`src/rtl/packet_assembler.sv`:
```
// packet_assembler: builds egress AXI-Stream packets made of HDR_BEATS header
// beats followed by a commanded number of payload beats popped in lockstep
// from the SIMD lane FIFOs. m_tlast is generated here.
// Optional feature: define ASM_PKT_CNT_EN to enable the completed-packet
// counter on pkt_count; otherwise pkt_count is tied to zero.
//
// state   | meaning
// IDLE    | waiting for a command, cmd_ready high
// HEADER  | forwarding header beats from hdr_tdata
// PAYLOAD | draining lane FIFO heads, one all-lane pop per beat
module packet_assembler #(
  parameter int SIMD_DEGREE = 4,
  parameter int LANE_W      = 32,
  parameter int HDR_BEATS   = 40,
  parameter int LEN_W       = 16
) (
  input  logic                          clk,
  input  logic                          rst,
  input  logic                          cmd_valid,
  output logic                          cmd_ready,
  input  logic [LEN_W-1:0]              cmd_len,
  input  logic [SIMD_DEGREE*LANE_W-1:0] hdr_tdata,
  input  logic                          hdr_tvalid,
  output logic                          hdr_tready,
  input  logic [SIMD_DEGREE*LANE_W-1:0] lane_dout,
  input  logic [SIMD_DEGREE-1:0]        lane_empty,
  output logic [SIMD_DEGREE-1:0]        lane_rd_en,
  output logic [SIMD_DEGREE*LANE_W-1:0] m_tdata,
  output logic                          m_tvalid,
  input  logic                          m_tready,
  output logic                          m_tlast,
  output logic [1:0]                    state,
  output logic [31:0]                   pkt_count
);

  localparam int HCW = (HDR_BEATS > 1) ? $clog2(HDR_BEATS) : 1;

  typedef enum logic [1:0] {
    S_IDLE    = 2'b00,
    S_HEADER  = 2'b01,
    S_PAYLOAD = 2'b10
  } state_e;

  state_e           state_q, state_d;
  logic [HCW-1:0]   hdr_cnt_q, hdr_cnt_d;
  logic [LEN_W-1:0] pay_cnt_q, pay_cnt_d;
  logic [LEN_W-1:0] len_q, len_d;

  logic hdr_last;
  logic pay_last;
  logic lanes_full;
  logic beat;

  assign hdr_last   = (hdr_cnt_q == HCW'(HDR_BEATS - 1));
  assign pay_last   = (pay_cnt_q == (len_q - LEN_W'(1)));
  assign lanes_full = ~|lane_empty;
  assign beat       = m_tvalid & m_tready;
  assign state      = state_q;

  // State and counter registers; reset aborts any packet in flight.
  always_ff @(posedge clk or negedge rst) begin
    if (!rst) begin
      state_q   <= S_IDLE;
      hdr_cnt_q <= '0;
      pay_cnt_q <= '0;
      len_q     <= '0;
    end else begin
      state_q   <= state_d;
      hdr_cnt_q <= hdr_cnt_d;
      pay_cnt_q <= pay_cnt_d;
      len_q     <= len_d;
    end
  end

  // Next-state and counter update; counters only move on accepted beats.
  always_comb begin
    state_d   = state_q;
    hdr_cnt_d = hdr_cnt_q;
    pay_cnt_d = pay_cnt_q;
    len_d     = len_q;
    case (state_q)
      S_IDLE: begin
        if (cmd_valid) begin
          len_d     = cmd_len;
          hdr_cnt_d = '0;
          pay_cnt_d = '0;
          state_d   = S_HEADER;
        end
      end
      S_HEADER: begin
        if (beat) begin
          hdr_cnt_d = hdr_cnt_q + HCW'(1);
          if (hdr_last) state_d = (len_q == '0) ? S_IDLE : S_PAYLOAD;
        end
      end
      S_PAYLOAD: begin
        if (beat) begin
          pay_cnt_d = pay_cnt_q + LEN_W'(1);
          if (pay_last) state_d = S_IDLE;
        end
      end
      default: state_d = S_IDLE;
    endcase
  end

  // Stream outputs; m_tvalid is never a function of m_tready.
  always_comb begin
    cmd_ready  = 1'b0;
    hdr_tready = 1'b0;
    m_tvalid   = 1'b0;
    m_tlast    = 1'b0;
    m_tdata    = '0;
    lane_rd_en = '0;
    case (state_q)
      S_IDLE: cmd_ready = 1'b1;
      S_HEADER: begin
        m_tdata    = hdr_tdata;
        m_tvalid   = hdr_tvalid;
        hdr_tready = m_tready;
        m_tlast    = hdr_last && (len_q == '0);
      end
      S_PAYLOAD: begin
        m_tdata    = lane_dout;
        m_tvalid   = lanes_full;
        m_tlast    = pay_last;
        lane_rd_en = {SIMD_DEGREE{lanes_full & m_tready}};
      end
      default: ;
    endcase
  end

`ifdef ASM_PKT_CNT_EN
  logic [31:0] pkt_cnt_q;

  // Count packets whose final beat was accepted; wraps naturally at 2^32.
  always_ff @(posedge clk or negedge rst) begin
    if (!rst) pkt_cnt_q <= '0;
    else if (beat && m_tlast) pkt_cnt_q <= pkt_cnt_q + 32'd1;
  end

  assign pkt_count = pkt_cnt_q;
`else
  assign pkt_count = '0;
`endif

endmodule

```
`config.mk`:
```
export PLATFORM = sky130hd
export DESIGN_NAME = packet_assembler
export DESIGN_NICKNAME = d
export VERILOG_FILES = /design/src/rtl/packet_assembler.sv
export SDC_FILE = /design/constraint.sdc
export NUM_CORES = 1
export LEC_CHECK = 0
export CORE_AREA = 5 5 171 173
export DETAILED_ROUTE_END_ITERATION = 10
export DIE_AREA = 0 0 176 178
export GPL_ROUTABILITY_DRIVEN = 0
export SKIP_CTS_REPAIR_TIMING = 1
export SLEW_MARGIN = 20
export SYNTH_ARGS = -nofsm -noshare
export SYNTH_HDL_FRONTEND = slang
export SYNTH_SLANG_ARGS = --single-unit
```
`constraint.sdc`:
```
create_clock -name clk -period 2.6 [get_ports clk]
set_input_delay 0.65 -clock clk [delete_from_list [all_inputs] [get_ports clk]]
set_output_delay 0.65 -clock clk [all_outputs]
set_load 0.1 [all_outputs]
```
==> results.toml <==
[run_status]
status = "finished with violations"
failed_checks = "negative setup slack"

[critical_path]
cp_max_fo = 8
crit_arrival_ns = 2.50
worst_ep_required_time_ns = 1.95
r2r_cells = 8
worstSetupPathType = "reg2out"
timing.rr.end = "state[0]"
worstSetupStartpointType = "register"
r2r_slack_ns = 0.08
timing.rr.start = "len_q[4]"
end_kind = "primary output"

[sta]
post-route-period-util_pct = 121.2
setup_viol = 1
fmax_mhz = 317.2
tns_ns = -0.5524
fin_worst_skew_ns = 0.005292
hold_viol_final = 0
final_max_slew_viol_count = 0
rsz0062_at_grt = "yes"
setup_ws_ns = -0.5524
fin_crit_ns = 3.152

[route]
ant_nets = 0
dr.pass1.iters = 5
drtIter0Drc = 308
via_count = 6320
wl_per_cell_um = 22.70
routed_via_density = 4.470
drc = 0
finalWirelength_mm = 32.10

[power_and_ir_drop]
p_clk_share_pct = 2.9
combinationalPowerShare_pct = 92.3
power_density_nw_per_um2 = 1627
p_sw_mw = 11.79
p_sw_share_pct = 56.61
power_frac_seq_pct = 4.9
max-vdd-ir-drop_mv = 1.482
intPower_mw = 9.034
p_leak_nw = 5.056

[floorplan]
fp.coreArea_um2 = 27480
fp-row-count = 61
die_w_um = 176
ioPinCount = 451
start_util_pct = 17.25
die_y_um = 178
dieArea_um2 = 31330

[cells_and_area]
syn_to_final_growth_pct = 169.9
n_fill_cell = 2539
drive_above_1_share_pct = 42.08
multi_input_comb_area_um2 = 4566
stdcell_area_um2 = 12790
nets = 1354
regArea_um2 = 1011

[cts]
htreeDepth = 2
cts_tree = "done"
cts_made_buffers = 5
worstSkewPairLatency_ns = 0.29
cts_root_buf = "clkbuf_16"
cts.sinks = 40
clkTransAtPathRegs_ns = 0.06
clockBufferDepth = 2

[global_routing]
overflow = 0
first_global_vias = 6206
grt_pass1_wl_mm = 41.28
grt_max_degree = 57
track_usage_pct = 17.32
antenna_found_initial = 2

[yosys]
synthArstFlopShare_pct = 100.0
synth_top_area_share_pct = 21.11
synth_area_leaders = "dfrtp_1 21%, a22oi_1 20%, nor2b_1 17%, buf_4 5.5%, mux2_2 4.3%"
synth_edf_count = 0
yosys_warnings = 0
synth.largest_area_cell = "dfrtp_1"
synthesis.area_um2 = 4741
synth_common_cells = "132 x nor2b_1, 128 x a22oi_1, 46 x clkbuf_1, 40 x dfrtp_1, 35 x buf_4"
postSynthCellCount = 603
avgSynthCellArea_um2 = 7.862
synth-seq-area-share_pct = 21.11
yosysMostFrequentCell = "nor2b_1"
synth-seq-cells = 40
synth.distinct_cells = 54
synth_flop_cell = "dfrtp_1"

[placement]
hpwl_mm = 25.43
placed_cell_area_um2 = 12010
portBuffers = 418

[worst_hold_path]
worstHoldEndpoint = "len_q[13]"
min_path_type = "reg2reg"
hold_depth = 1
hold_path_startpoint = "len_q[13]"

[run]
drv_cap = 0
[power by group through the flow]
stage	clock (mW)	sequential, mW	combinational, mW
final	0.597	1.01	19.2
after global routing	0.626	1.04	19.9
after detailed placement	0	0.998	18.2
after global placement	0	0.986	18.2
after floorplan	0	1.10	11.8
after CTS	0.605	0.988	18.3
[cell families (layout without fill, tap and decap cells)]
family | after synthesis | after routing | share of synthesized area [%]
DFF | 40 | 40 | 21.11
other | 1 | 33 | 0.07910
AOI/OAI and AO/OA | 165 | 165 | 25.47
muxes | 20 | 20 | 4.750
xor gates and xnor gates | 32 | 32 | 5.912
and+or+nand+nor | 239 | 239 | 30.38
buffers and inverters | 100 | 533 | 10.72
adders and majority gates | 6 | 6 | 1.583
[layout make-up]
| class | count | area share, % |
|---|---|---|
| Timing Repair Buffer | 511 | 51.48 |
| Multi-Input combinational cell | 494 | 35.68 |
| Sequential cell | 40 | 7.901 |
| Tap cell | 346 | 3.384 |
| Clock buffer | 5 | 0.9779 |
| Inverter | 15 | 0.4596 |
| Clock inverter | 2 | 0.09779 |
| Antenna cell | 1 | 0.01956 |
[per-stage QoR]
step | power (mW) | hold slack, ns | std cells | util [%] | setup WS [ns]
6_report | 20.82 | 0.5460 | 1414 | 46.57 | -0.5524
5_1_grt | 21.53 | 0.5661 | 1414 | 46.57 | -0.6816
4_1_cts | 19.88 | 0.5486 | 1393 | 44.20 | -0.6456
3_5_place_dp | 19.23 | 0.5358 | 1386 | 43.70 | -0.3053
3_3_place_gp | 19.20 | 0.5188 | 1386 | 43.70 | -0.3138
2_1_floorplan | 12.90 | 0.3544 | 634 | - | -0.7687
[per-layer routing]
| metal | global-route usage, % | share of wire (%) | vias to the layer above |
|---|---|---|---|
| met5 | 0 | 0.041 | - |
| met4 | 3.151 | 1.8 | 2 |
| met3 | 5.998 | 8.7 | 27 |
| met2 | 28.66 | 48 | 271 |
| met1 | 22.16 | 42 | 2977 |
| li1 | - | - | 3043 |
[worst max-delay path: stages, from the launching register on]
cell	delay, ns
dfrtp_2	0.43
inv_1	0.06
ha_2	0.22
nor2b_1	0.13
or3_1	0.34
a31oi_1	0.17
o211ai_1	0.14
nor2_1	0.12
nand4_1	0.14
a21boi_2	0.24
buf_12	0.20
[flip-flops by register name (all words and copies together), names as in the netlist]
signal and flops:
len_q 16, pay_cnt_q 16, hdr_cnt_q 6, state 2
[how the worst max path moves through the flow]
| stage | from | end | slack, ns |
|---|---|---|---|
| 5_1_grt | len_q[4] | m_tlast | -0.68 |
| 3_3_place_gp | len_q[7] | m_tlast | -0.31 |
| 2_1_floorplan | len_q[7] | m_tlast | -0.77 |
| 3_5_place_dp | len_q[7] | m_tlast | -0.31 |
| 6_report | len_q[0] | m_tlast | -0.55 |
| 4_1_cts | len_q[0] | m_tlast | -0.65 |
[placed cells by master (no fill, tap or decap), types with 5 or more instances in the layout]
cell	n
nand2_1	12
nand4_1	5
nor2b_4	123
nor2_1	27
a22oi_1	90
or3_1	9
xor2_1	9
clkbuf_16	14
clkdlybuf4s50_1	276
nor2b_2	5
o21ai_0	8
nor3_1	10
buf_6	6
a21oi_1	8
conb_1	32
buf_12	141
a22oi_2	38
inv_1	13
dfrtp_1	36
xnor2_1	23
buf_4	69
mux2_2	18
nand3_1	10
Note: power is estimated with default switching activity, not from simulation.
